$ cat config.mk
export PLATFORM = sky130hd
export DESIGN_NAME = morse_dec
export DESIGN_NICKNAME = d
export VERILOG_FILES = /design/src/rtl/morse_pkg.sv /design/src/rtl/morse_lut.sv /design/src/rtl/morse_dec.sv
export SDC_FILE = /design/constraint.sdc
export NUM_CORES = 1
export LEC_CHECK = 0
export CORE_ASPECT_RATIO = 1.25
export CORE_UTILIZATION = 50
export CTS_CLUSTER_SIZE = 40
export DETAILED_ROUTE_END_ITERATION = 7
export PLACE_DENSITY_LB_ADDON = 0.2
export SYNTH_ARGS = -nofsm -noshare
export SYNTH_HDL_FRONTEND = slang
export SYNTH_SLANG_ARGS = --single-unit
export TNS_END_PERCENT = 1
$ cat constraint.sdc
create_clock -name clk_i -period 1.8 [get_ports clk_i]
set_input_delay 0.36 -clock clk_i [delete_from_list [all_inputs] [get_ports clk_i]]
set_output_delay 0.36 -clock clk_i [all_outputs]
set_load 0.02 [all_outputs]
$ cat src/rtl/morse_pkg.sv
// Shared types and the letter code table for the Morse decoder.
// Codes are stored first-symbol-at-bit-0, 1 = dash, with unused upper bits held at zero.
package morse_pkg;

    typedef enum logic [1:0] {
        S_IDLE  = 2'd0,
        S_PRESS = 2'd1,
        S_GAP   = 2'd2,
        S_EMIT  = 2'd3
    } state_t;

    typedef logic [3:0] code_t;
    typedef logic [2:0] len_t;
    typedef logic [2:0] letter_t;

    localparam letter_t LTR_A = 3'd0;
    localparam letter_t LTR_B = 3'd1;
    localparam letter_t LTR_C = 3'd2;
    localparam letter_t LTR_D = 3'd3;
    localparam letter_t LTR_E = 3'd4;
    localparam letter_t LTR_F = 3'd5;
    localparam letter_t LTR_G = 3'd6;
    localparam letter_t LTR_H = 3'd7;

    localparam int   NUM_LETTERS = 8;
    localparam len_t MAX_LEN     = 3'd4;

    // Indexed by letter: A, B, C, D, E, F, G, H
    localparam code_t CODE_TBL [NUM_LETTERS] = '{
        4'b0010, 4'b0001, 4'b0101, 4'b0001, 4'b0000, 4'b0100, 4'b0011, 4'b0000
    };
    localparam len_t LEN_TBL [NUM_LETTERS] = '{
        3'd2, 3'd4, 3'd4, 3'd3, 3'd1, 3'd4, 3'd3, 3'd4
    };

endpackage

$ cat src/rtl/morse_lut.sv
// Combinational code+length to letter lookup; hit is low when no table entry matches.
module morse_lut
    import morse_pkg::*;
(
    input  code_t   code,
    input  len_t    len,
    output letter_t letter,
    output logic    hit
);

    // Scan the table; entries are unique so at most one can match
    always_comb begin
        letter = LTR_A;
        hit    = 1'b0;
        for (int i = 0; i < NUM_LETTERS; i++) begin
            letter = ((code == CODE_TBL[i]) && (len == LEN_TBL[i])) ? letter_t'(i) : letter;
            hit    = ((code == CODE_TBL[i]) && (len == LEN_TBL[i])) ? 1'b1 : hit;
        end
    end

endmodule

$ cat src/rtl/morse_dec.sv
// Morse key decoder for letters A..H: classifies presses into dots/dashes and emits one pulse per letter.
// Optional macro MORSE_DEC_RAW_OUT_EN adds registered raw code_o/len_o outputs.
module morse_dec
    import morse_pkg::*;
#(
    parameter int DASH_MIN_CYC = 4,
    parameter int GAP_CYC      = 8
) (
    input  logic       clk_i,
    input  logic       rst_i,
    input  logic       key_i,
    output logic [2:0] letter_o,
    output logic       valid_o,
    output logic       err_o,
`ifdef MORSE_DEC_RAW_OUT_EN
    output logic [3:0] code_o,
    output logic [2:0] len_o,
`endif
    output logic       busy_o
);

    localparam int PW = $clog2(DASH_MIN_CYC + 1);
    localparam int GW = $clog2(GAP_CYC + 1);
    localparam logic [PW-1:0] DASH_MIN_V = PW'(DASH_MIN_CYC);
    localparam logic [GW-1:0] GAP_LAST_V = GW'(GAP_CYC - 1);

    state_t          state_r, state_nxt_s;
    logic [PW-1:0]   press_cnt_r, press_cnt_nxt_s;
    logic [GW-1:0]   gap_cnt_r, gap_cnt_nxt_s;
    code_t           code_r, code_nxt_s;
    len_t            len_r, len_nxt_s;
    logic            ovf_r, ovf_nxt_s;
    logic            emit_go_s;
    letter_t         lut_letter_s;
    logic            lut_hit_s;

    letter_t         letter_r;
    logic            valid_r;
    logic            err_r;
    logic            busy_r;

    morse_lut u_lut (
        .code   (code_r),
        .len    (len_r),
        .letter (lut_letter_s),
        .hit    (lut_hit_s)
    );

    // The GAP_CYC-th released cycle closes the letter; a press in that same cycle wins
    assign emit_go_s = (state_r == S_GAP) && !key_i && (gap_cnt_r >= GAP_LAST_V);

    // Next-state and datapath updates for the symbol-collecting FSM
    always_comb begin
        state_nxt_s     = state_r;
        press_cnt_nxt_s = press_cnt_r;
        gap_cnt_nxt_s   = gap_cnt_r;
        code_nxt_s      = code_r;
        len_nxt_s       = len_r;
        ovf_nxt_s       = ovf_r;
        case (state_r)
            S_IDLE: begin
                if (key_i) begin
                    state_nxt_s     = S_PRESS;
                    press_cnt_nxt_s = PW'(1'b1);
                    gap_cnt_nxt_s   = '0;
                    code_nxt_s      = 4'b0000;
                    len_nxt_s       = 3'd0;
                    ovf_nxt_s       = 1'b0;
                end else begin
                    state_nxt_s = S_IDLE;
                end
            end
            S_PRESS: begin
                if (key_i) begin
                    press_cnt_nxt_s = (press_cnt_r < DASH_MIN_V) ? press_cnt_r + 1'b1 : press_cnt_r;
                end else begin
                    if (len_r == MAX_LEN) begin
                        ovf_nxt_s = 1'b1;
                    end else begin
                        code_nxt_s[len_r[1:0]] = (press_cnt_r >= DASH_MIN_V);
                        len_nxt_s              = len_r + 3'd1;
                    end
                    gap_cnt_nxt_s = GW'(1'b1);
                    state_nxt_s   = S_GAP;
                end
            end
            S_GAP: begin
                if (key_i) begin
                    state_nxt_s     = S_PRESS;
                    press_cnt_nxt_s = PW'(1'b1);
                end else if (emit_go_s) begin
                    state_nxt_s = S_EMIT;
                end else begin
                    gap_cnt_nxt_s = gap_cnt_r + 1'b1;
                end
            end
            S_EMIT: begin
                state_nxt_s     = S_IDLE;
                press_cnt_nxt_s = '0;
                gap_cnt_nxt_s   = '0;
                code_nxt_s      = 4'b0000;
                len_nxt_s       = 3'd0;
                ovf_nxt_s       = 1'b0;
            end
            default: begin
                state_nxt_s     = S_IDLE;
                press_cnt_nxt_s = '0;
                gap_cnt_nxt_s   = '0;
                code_nxt_s      = 4'b0000;
                len_nxt_s       = 3'd0;
                ovf_nxt_s       = 1'b0;
            end
        endcase
    end

    // State, datapath and output registers; outputs are loaded as EMIT is entered
    always_ff @(posedge clk_i) begin
        if (rst_i) begin
            state_r     <= S_IDLE;
            press_cnt_r <= '0;
            gap_cnt_r   <= '0;
            code_r      <= 4'b0000;
            len_r       <= 3'd0;
            ovf_r       <= 1'b0;
            letter_r    <= 3'd0;
            valid_r     <= 1'b0;
            err_r       <= 1'b0;
            busy_r      <= 1'b0;
        end else begin
            state_r     <= state_nxt_s;
            press_cnt_r <= press_cnt_nxt_s;
            gap_cnt_r   <= gap_cnt_nxt_s;
            code_r      <= code_nxt_s;
            len_r       <= len_nxt_s;
            ovf_r       <= ovf_nxt_s;
            valid_r     <= emit_go_s && !ovf_r && lut_hit_s;
            err_r       <= emit_go_s && (ovf_r || !lut_hit_s);
            letter_r    <= (emit_go_s && !ovf_r && lut_hit_s) ? lut_letter_s : 3'd0;
            busy_r      <= (state_nxt_s != S_IDLE);
        end
    end

    assign letter_o = letter_r;
    assign valid_o  = valid_r;
    assign err_o    = err_r;
    assign busy_o   = busy_r;

`ifdef MORSE_DEC_RAW_OUT_EN
    code_t code_out_r;
    len_t  len_out_r;

    // Raw symbol group captured alongside every valid/err pulse
    always_ff @(posedge clk_i) begin
        if (rst_i) begin
            code_out_r <= 4'b0000;
            len_out_r  <= 3'd0;
        end else if (emit_go_s) begin
            code_out_r <= code_r;
            len_out_r  <= len_r;
        end else begin
            code_out_r <= code_out_r;
            len_out_r  <= len_out_r;
        end
    end

    assign code_o = code_out_r;
    assign len_o  = len_out_r;
`endif

endmodule
== Word-level counts from Yosys, hierarchy flattened ==
Cells that the tools add are included.

* ROM bits: 0
* Input port bits: 3
* Bits in registers: 23
* Word-level logic and storage cells: 111
* Memories: 0
* Bits in latches: 0
* Memory bits (writable): 0
* Output and inout bits: 6

* Magnitude comparators: 5
* Mux-type cells: 43
* Shift-type cells: 0
* Eq/ne operators: 21
* Multipliers: 0
* Bitwise gates (word level): 1
* Add/sub/neg operators: 3
* Reductions and logical operators: 28
* Divide/modulo/power cells: 0

{| class="wikitable"
|+ Operators by type and width
! operator !! count
|-
| two-way mux 3 bit || 12
|-
| two-way mux 4 bit || 6
|-
| case mux 3 bit (3 select lines) || 2
|-
| != test 2 bit (second input constant) || 8
|-
| case mux 4 bit (4 select lines) || 1
|-
| logical AND 1 bit || 14
|-
| two-way mux 1 bit || 14
|-
| case mux 4 bit (3 select lines) || 1
|-
| AND reduction 4 bit || 3
|-
| equality test 4 x 2 -> 1 bit (second input constant) || 2
|-
| equality test 4 x 3 -> 1 bit (second input constant) || 2
|-
| case mux 2 bit (4 select lines) || 1
|-
| adder 3 x 1 -> 3 bit (second input constant) || 2
|-
| equality test 3 x 2 -> 1 bit (second input constant) || 2
|-
| two-way mux 2 bit || 3
|-
| adder 4 x 1 -> 4 bit (second input constant) || 1
|-
| bitwise mux 4 bit || 1
|-
| equality test 2 bit (second input constant) || 2
|-
| equality test 4 x 1 -> 1 bit (second input constant) || 1
|-
| >= comparator 4 x 3 -> 1 bit (second input constant) || 1
|-
| zero test 4 bit || 1
|-
| OR reduction 2 bit || 2
|-
| equality test 3 x 1 -> 1 bit (second input constant) || 1
|-
| equality test 3 bit (second input constant) || 1
|-
| other kinds (15) || 17
|}

== Logic depth before layout (Yosys ltp) ==
Gate-level depths: netlist of the first run.

* Word-level depth: 13
* Gate-level depth with buffers: 6
* Mapped depth without buffers: 5

== Cells and area by module ==
From an unflattened synthesis of the first run, not the netlist that was laid out.

* Cells, all modules: 160
* Area total of the unflattened synthesis: 1368.8 µm²

{| class="wikitable"
|+ By module, submodules not included
! module !! cells each !! sequential area each (µm²) !! instances !! area each (µm²)
|-
| morse_dec || 138 || 460.4 || 1 || 1214.9
|-
| morse_lut || 22 || 0.0 || 1 || 153.9
|}

== Worst setup path after synthesis of the first run ==
OpenSTA, ideal clock, no wires.

* Path kind: register -> register
* Start point: register state_r[0]
* End point: register len_r[2]
* Period minus slack after synthesis: 1.667 ns
* Library setup time: 0.074 ns
* Setup slack: 0.133 ns
* Data required time: 1.726 ns
* Path buffers: 0
* Data arrival time: 1.593 ns
* Cell stages (with the launch flop): 6
* Path through: dfxtp_1 > inv_1 > ha_1 > mux2_4 > or4_1 > a31oi_1

* Word-level cells in the longest chain between the ends: 3
* Elaborated cells between the ends (all ways): 9
* Those cells by class: eq/ne (5); mux (1); reduce/logical (3)

{| class="wikitable"
|+ Ends and longest elaborated chain
! item !! line !! source
|-
| from (decl) || morse_dec.sv:27 || <nowiki>state_t state_r, state_nxt_s;</nowiki>
|-
| from (signal assigned) || morse_dec.sv:130 || <nowiki>state_r <= state_nxt_s;</nowiki>
|-
| equality test 2 x 1 -> 1 bit (tied with other cells) || morse_dec.sv:60 || <nowiki>case (state_r)</nowiki>
|-
| != test 2 bit (no line) / nonzero test 3 bit (equally long branches) || - ||
|-
| AND reduction 4 bit (no line) || - ||
|-
| to (signal assigned) || morse_dec.sv:134 || <nowiki>len_r <= len_nxt_s;</nowiki>
|-
| to (decl) || morse_dec.sv:31 || <nowiki>len_t len_r, len_nxt_s;</nowiki>
|}

Several ways; a longest one is shown, not always the timed one.
A chain may end at the register's enable or synchronous reset.

== Worst setup path in the final report of the first run ==
* Start point: register gap_cnt_r[0]
* End point: register gap_cnt_r[2]

* Word-level cells in the longest chain between the ends: 4
* Elaborated cells between the ends (all ways): 8
* Those cells by class: add/sub (1); order compare (1); eq/ne (1); mux (3); reduce/logical (2)

{| class="wikitable"
|+ Ends and longest elaborated chain
! item !! line !! source
|-
| from (decl) || morse_dec.sv:29 || <nowiki>logic [GW-1:0] gap_cnt_r, gap_cnt_nxt_s;</nowiki>
|-
| from (signal assigned) || morse_dec.sv:132 || <nowiki>gap_cnt_r <= gap_cnt_nxt_s;</nowiki>
|-
| adder 4 x 1 -> 4 bit / >= comparator 4 x 3 -> 1 bit (equally long branches) || morse_dec.sv:94, morse_dec.sv:50 ||
|-
| two-way mux 4 bit / logical AND 1 bit (equally long branches) || morse_dec.sv:91, morse_dec.sv:50 ||
|-
| two-way mux 4 bit / != test 2 bit (equally long branches) || - ||
|-
| case mux 4 bit (4 select lines) / AND reduction 4 bit (equally long branches) || - ||
|}

Several ways; a longest one is shown, not always the timed one. The select of a mux whose other input is x is not followed.

==> results_dict.tcl, run 1 <==
set metrics [dict create \
    drv_cap 0 \
    ctsHtreeMaxLevel 1 \
    start_util_pct 54.35 \
    relSlewSlack_pct 70.84 \
    synthCells 150 \
    reg2reg_setup_slack_ns 0.14 \
    rsz0062_at_grt "false" \
    hp-start "press_cnt_r[1]$_SDFFE_PP0P_" \
    dpl_cell_area_mm2 0.001610 \
    endpoint_kind "register" \
    fin_nets 192 \
    power_density_mw_per_mm2 587.0 \
    num-fill-cells 214 \
    place_congestion 0.8873 \
    rr_endpoint "gap_cnt_r[2]$_SDFFE_PP0P_" \
    root_buffer "clkbuf_4" \
    rr_startpoint "gap_cnt_r[0]$_SDFFE_PP0P_" \
    route.detailed.drc 0 \
    cts.sinks 23 \
    synth_area_leaders "dfxtp_1 (34%), ha_1 (10%), a211o_1 (4.5%)" \
    crit_path_cell_trace "ha_1, a211o_1, a211o_1, a221oi_1" \
    setup_ws_ns 0.1382 \
    grt_max_degree 14 \
    routed_wl_mm 3.139 \
    yosysWarnings 0 \
    synth_nets 164 \
    crit_fanout 5 \
    antenna_found_initial 0 \
    io_buffers 8 \
    start_kind "register" \
    max_stage_delay_ns 0.36 \
    avgViaCountPerCell 5.971 \
    critPathSlowestCell "dfxtp_1" \
    switching_share_pct 27.63 \
    finalCriticalPeriod_ns 1.662 \
    power_frac_clock_pct 25.3 \
    cpMostUsedCell "a211o_1" \
    drtPass1Iterations 4 \
    cts_tree "built" \
    io_pins 9 \
    post-cts-setup-buffers 0 \
    avgSynthCellArea_um2 9.067 \
    r2r_cells 4 \
    synth_edf_count 0 \
    status "finished, final reports clean" \
    p_int_mw 0.6957 \
    drive_above_1_share_pct 16.95 \
    crit_arrival_ns 1.88 \
    holdBufCountCts 0 \
    die_area_mm2 0.002934 \
    path_clk_slew_ns 0.13 \
    yosysSeqAreaShare_pct 33.85 \
    setup_violations 0 \
    vias 1254 \
    die_h_um 60.31 \
    p_leak_nw 0.6567 \
    seqPwrFrac_pct 54.8 \
    core_area_mm2 0.002502 \
    finalPower_mw 0.9614 \
    syn_to_final_growth_pct 20.42 \
    crit_buf_inv 0 \
    clk_latency_ns 0.31 \
    grt_use_total_pct 23.48 \
    required_ns 2.02 \
    timing.final.crit_share_pct 92.32 \
    synth_commonest_cells "dfxtp_1 (23), inv_1 (12), ha_1 (11), a21oi_1 (8), o211ai_1 (8)" \
    ys.flop_type "dfxtp_1" \
    critical-path-top-delay-family "compound AO/OA/AOI/OAI gates" \
    maxSlewViolCount 0 \
    path_class "reg2reg" \
    dp_hpwl_mm 2.503 \
    first_global_vias 1171 \
    hp-class "reg2reg" \
    fin_util_pct 65.45 \
    synth_cell_types 51 \
    timing.fmax_mhz 601.7 \
    worstHoldEndpoint "press_cnt_r[1]$_SDFFE_PP0P_" \
    combPwrFrac_pct 19.9 \
    drtIter0Drc 47 \
    wl_per_cell_um 14.95 \
    grt_pass1_wl_mm 5.126 \
    min_path_cells 2 \
    final_area_mm2 0.001638 \
    ant_nets 0 \
    syn_area_mm2 0.001360 \
    switchingPower_mw 0.2656 \
    synth_seq_cells 23 \
    yosys.area.top_type "dfxtp_1" \
    synth_top_cell_area_share_pct 33.85 \
    clock_path_buffers 2 \
    whs_ns 0.4956 \
    async_flop_share_pct 0 \
    tightest_slew_ns 0.4264 \
    preCtsSetupSlack_ns -0.1551 \
    die_x_um 48.65 \
    overflow 0 \
    cts_made_buffers 3 \
    yosysMostFrequentCell "dfxtp_1" \
    hold_violations 0 \
    vdd_ir_drop_max_uv 510.6 \
    antennaDiodeCount 0 \
    cts_resized 0 \
    fin_worst_skew_ns 0.002316 \
    row_count 20 \
]
[cell usage in the layout (no fill, tap or decap), types with 4 or more instances in the layout]
cell	instances
dfxtp_1	23
buf_4	22
inv_1	12
ha_1	11
o211ai_1	8
a21oi_1	8
clkdlybuf4s50_1	8
a211o_1	7
nand2_1	6
nand3_1	6
nand4_1	5
mux2i_1	5
nor2_1	4
[routing by layer]
layer	share of wire [%]	wire [µm]	GRT usage, %
met1	42	1322	23.57
met3	2.5	77	3.562
met2	52	1620	44.84
met5	0	0	0
met4	3.8	119	16.81
[cell type report]
class | count | area (µm²) | area share, %
clock buffers | 3 | 22.52 | 1.375
clock inverters | 1 | 5.005 | 0.3056
inverters | 13 | 48.80 | 2.979
multi-input cells | 107 | 814.5 | 49.73
flip-flops and latches | 23 | 460.4 | 28.11
well taps | 33 | 41.29 | 2.521
repair buffers | 30 | 245.2 | 14.97
[cells by family (layout without fill, tap and decap cells)]
group,count (synthesis),count (layout),synth area share [%]
flip-flops,23,23,33.85
AO/OA/AOI/OAI,47,47,25.67
AND/OR/NAND/NOR,42,42,18.31
multiplexers,7,7,5.795
buffers and inverters,20,47,6.255
adder cells (fa/ha/maj),11,11,10.12
[state kept, by name, indices dropped and copies added (netlist names)]
name and count:
code_r 4, gap_cnt_r 4, len_r 3, letter_o 3, press_cnt_r 3, state_r 2, busy_o 1, err_o 1
ovf_r 1, valid_o 1
[stage by stage]
stage | std cells | setup TNS, ns
after floorplan | 150 | 0
after global placement | 206 | -0.3703
after detailed placement | 206 | -0.9308
after CTS | 210 | 0
after global routing | 210 | 0
final | 210 | 0
[tightest hold or removal path: cells and delay by family, from the launching register on]
kind             cells  cell delay (ns)
flip-flops           1             0.34
AND/OR/NAND/NOR      1             0.07
AO/OA/AOI/OAI        1             0.06
[power by group through the flow]
stage / clock, mW / sequential [mW] / combinational [mW]
6_report: 0.243 / 0.527 / 0.192
3_5_place_dp: 0 / 0.538 / 0.191
5_1_grt: 0.268 / 0.529 / 0.209
2_1_floorplan: 0 / 0.541 / 0.104
3_3_place_gp: 0 / 0.537 / 0.185
4_1_cts: 0.250 / 0.527 / 0.192
[worst max-delay path by stage]
stage	cells after the start	endpoint	slack [ns]	from
detailed placement	5	gap_cnt_r[2]$_SDFFE_PP0P_	-0.16	key_i
global placement	5	gap_cnt_r[2]$_SDFFE_PP0P_	-0.08	key_i
finish	4	gap_cnt_r[2]$_SDFFE_PP0P_	0.14	gap_cnt_r[0]$_SDFFE_PP0P_
CTS	5	err_o$_SDFF_PP0_	0.15	len_r[1]$_SDFFE_PP0P_
global route	6	code_r[0]$_SDFFE_PP0P_	0.07	state_r[0]$_SDFF_PP0_
floorplan	5	len_r[2]$_SDFFE_PP0P_	0.13	state_r[0]$_SDFF_PP0_
Note: power is estimated with default switching activity, not from simulation.
==> run 2, diff against run 1 <==
Settings changed: ABC_CLOCK_PERIOD_IN_PS set to 2100.
Clock period 1.8 ns to 2.1 ns, I/O delays scaled along.
==> run 2 against run 1 <==
Die area did not move. Worst hold slack got worse by 0.016 ns. Total power fell by 16%. Cell count fell by 7.6%. Sequential power fell by 14%. Critical path depth rose by 1. Maximum frequency fell by 15%. Clock skew rose by 0.0086 ns. Worst setup slack improved by 0.0076 ns. Critical endpoint unchanged. Via count fell by 5.9%. Utilization fell by 4.8 points. Combinational power fell by 31%.
==> results_dict.tcl, run 2 (synthesized netlist as in run 1, its figures left out) <==
set metrics [dict create \
    overflow 0 \
    routed_wl_mm 2.943 \
    die_h_um 60.31 \
    core_area_mm2 0.002502 \
    fin_worst_skew_ns 0.01095 \
    place_congestion 0.8463 \
    io_pins 9 \
    final_cell_count_no_fill 194 \
    hold_violations 0 \
    maxSlewViolCount 0 \
    die_x_um 48.65 \
    path_class "reg2reg" \
    grt_pass1_wl_mm 4.754 \
    tightest_slew_ns 0.4148 \
    cts.sinks 23 \
    drtPass1Iterations 4 \
    row_count 20 \
    critical-path-top-delay-family "compound AO/OA/AOI/OAI gates" \
    ctsHtreeMaxLevel 1 \
    post-cts-setup-buffers 0 \
    die_area_mm2 0.002934 \
    timing.fmax_mhz 511.7 \
    root_buffer "clkbuf_4" \
    preCtsSetupSlack_ns 0.03987 \
    final_common_cell "dfxtp_1" \
    crit_buf_inv 1 \
    setup_ws_ns 0.1458 \
    endpoint_kind "register" \
    antennaDiodeCount 0 \
    dp_cells 190 \
    cts_resized 0 \
    cts_made_buffers 3 \
    first_global_vias 1089 \
    setup_violations 0 \
    syn_to_final_growth_pct 11.59 \
    whs_ns 0.4794 \
    grt_use_total_pct 21.22 \
    p_leak_nw 0.5764 \
    rsz0062_at_grt "false" \
    final_area_mm2 0.001518 \
    clk_latency_ns 0.33 \
    vias 1180 \
    critPathSlowestCell "dfxtp_1" \
    avgViaCountPerCell 6.082 \
    drive_above_1_share_pct 8.696 \
    start_kind "register" \
    finalCriticalPeriod_ns 1.954 \
    start_util_pct 54.35 \
    cts_tree "built" \
    finalPower_mw 0.8045 \
    clock_path_buffers 2 \
    power_density_mw_per_mm2 530.1 \
    dp_hpwl_mm 2.190 \
    vdd_ir_drop_max_uv 307.2 \
    num-fill-cells 232 \
    fin_nets 176 \
    final_cell_mix "dfxtp_1 (23), inv_1 (12), ha_1 (11)" \
    fin_util_pct 60.65 \
    path_clk_slew_ns 0.14 \
    crit_path_cell_trace "inv_1, ha_1, mux2_4, a211o_1, a221oi_1" \
    relSlewSlack_pct 72.35 \
    hp-class "reg2reg" \
    crit_fanout 9 \
    wl_per_cell_um 15.17 \
    status "finished, final reports clean" \
    dpl_cell_area_mm2 0.001490 \
    drtIter0Drc 29 \
    antenna_found_initial 0 \
    drv_cap 0 \
    setup_tns_ns 0 \
    route.detailed.drc 0 \
    ant_nets 0 \
    timing.final.crit_share_pct 93.06 \
    io_buffers 8 \
    crit_arrival_ns 2.17 \
    max_stage_delay_ns 0.47 \
    reg_top3 "code_r x4, gap_cnt_r x4" \
    holdBufCountCts 0 \
    grt_max_degree 14 \
    required_ns 2.32 \
]
==> run 2: cell types whose count changed in the layout (fill, tap and decap cells not counted) <==
cell	before	now
buf_4	22	6
==> run 2: cell type report <==
cell class | count | area (µm²) | share of cell area, %
inverters | 13 | 48.80 | 3.215
multi-input cells | 107 | 814.5 | 53.67
flip-flops and latches | 23 | 460.4 | 30.34
clock inverters | 1 | 5.005 | 0.3298
repair buffers | 14 | 125.1 | 8.244
clock buffers | 3 | 22.52 | 1.484
well taps | 33 | 41.29 | 2.721
==> run 2: metal layers <==
metal / global-route usage [%] / up-vias / share of wire (%)
li1: - / 587 / -
met1: 22.24 / 559 / 44
met2: 42.26 / 27 / 51
met3: 3.562 / 7 / 2.9
met4: 8.403 / 0 / 2.1
met5: 0 / - / 0
==> run 2: path summary, 6_finish.rpt <==
check | cells past startpoint | startpoint | slack, ns | to
setup / recovery | 5 | state_r[0]$_SDFF_PP0_ | 0.15 | gap_cnt_r[2]$_SDFFE_PP0P_
setup reg to reg | 5 | state_r[0]$_SDFF_PP0_ | 0.15 | gap_cnt_r[2]$_SDFFE_PP0P_
hold / removal | 2 | press_cnt_r[1]$_SDFFE_PP0P_ | 0.48 | press_cnt_r[1]$_SDFFE_PP0P_
hold reg to reg | 2 | press_cnt_r[1]$_SDFFE_PP0P_ | 0.48 | press_cnt_r[1]$_SDFFE_PP0P_
==> run 2: power by group <==
part | switching [mW] | internal [mW] | leakage (nW) | total, mW
registers | 0.00833 | 0.445 | 0.186 | 0.454
logic | 0.0770 | 0.0553 | 0.373 | 0.132
clock network | 0.147 | 0.0715 | 0.0177 | 0.219
==> run 2: worst register-to-register path: cells and delay by family, from the launching register on <==
| family | cells | cell delay (ns) |
|---|---|---|
| fa+ha+maj | 1 | 0.29 |
| mux | 1 | 0.35 |
| flops | 1 | 0.47 |
| buf+inv | 1 | 0.12 |
| compound gates | 2 | 0.61 |
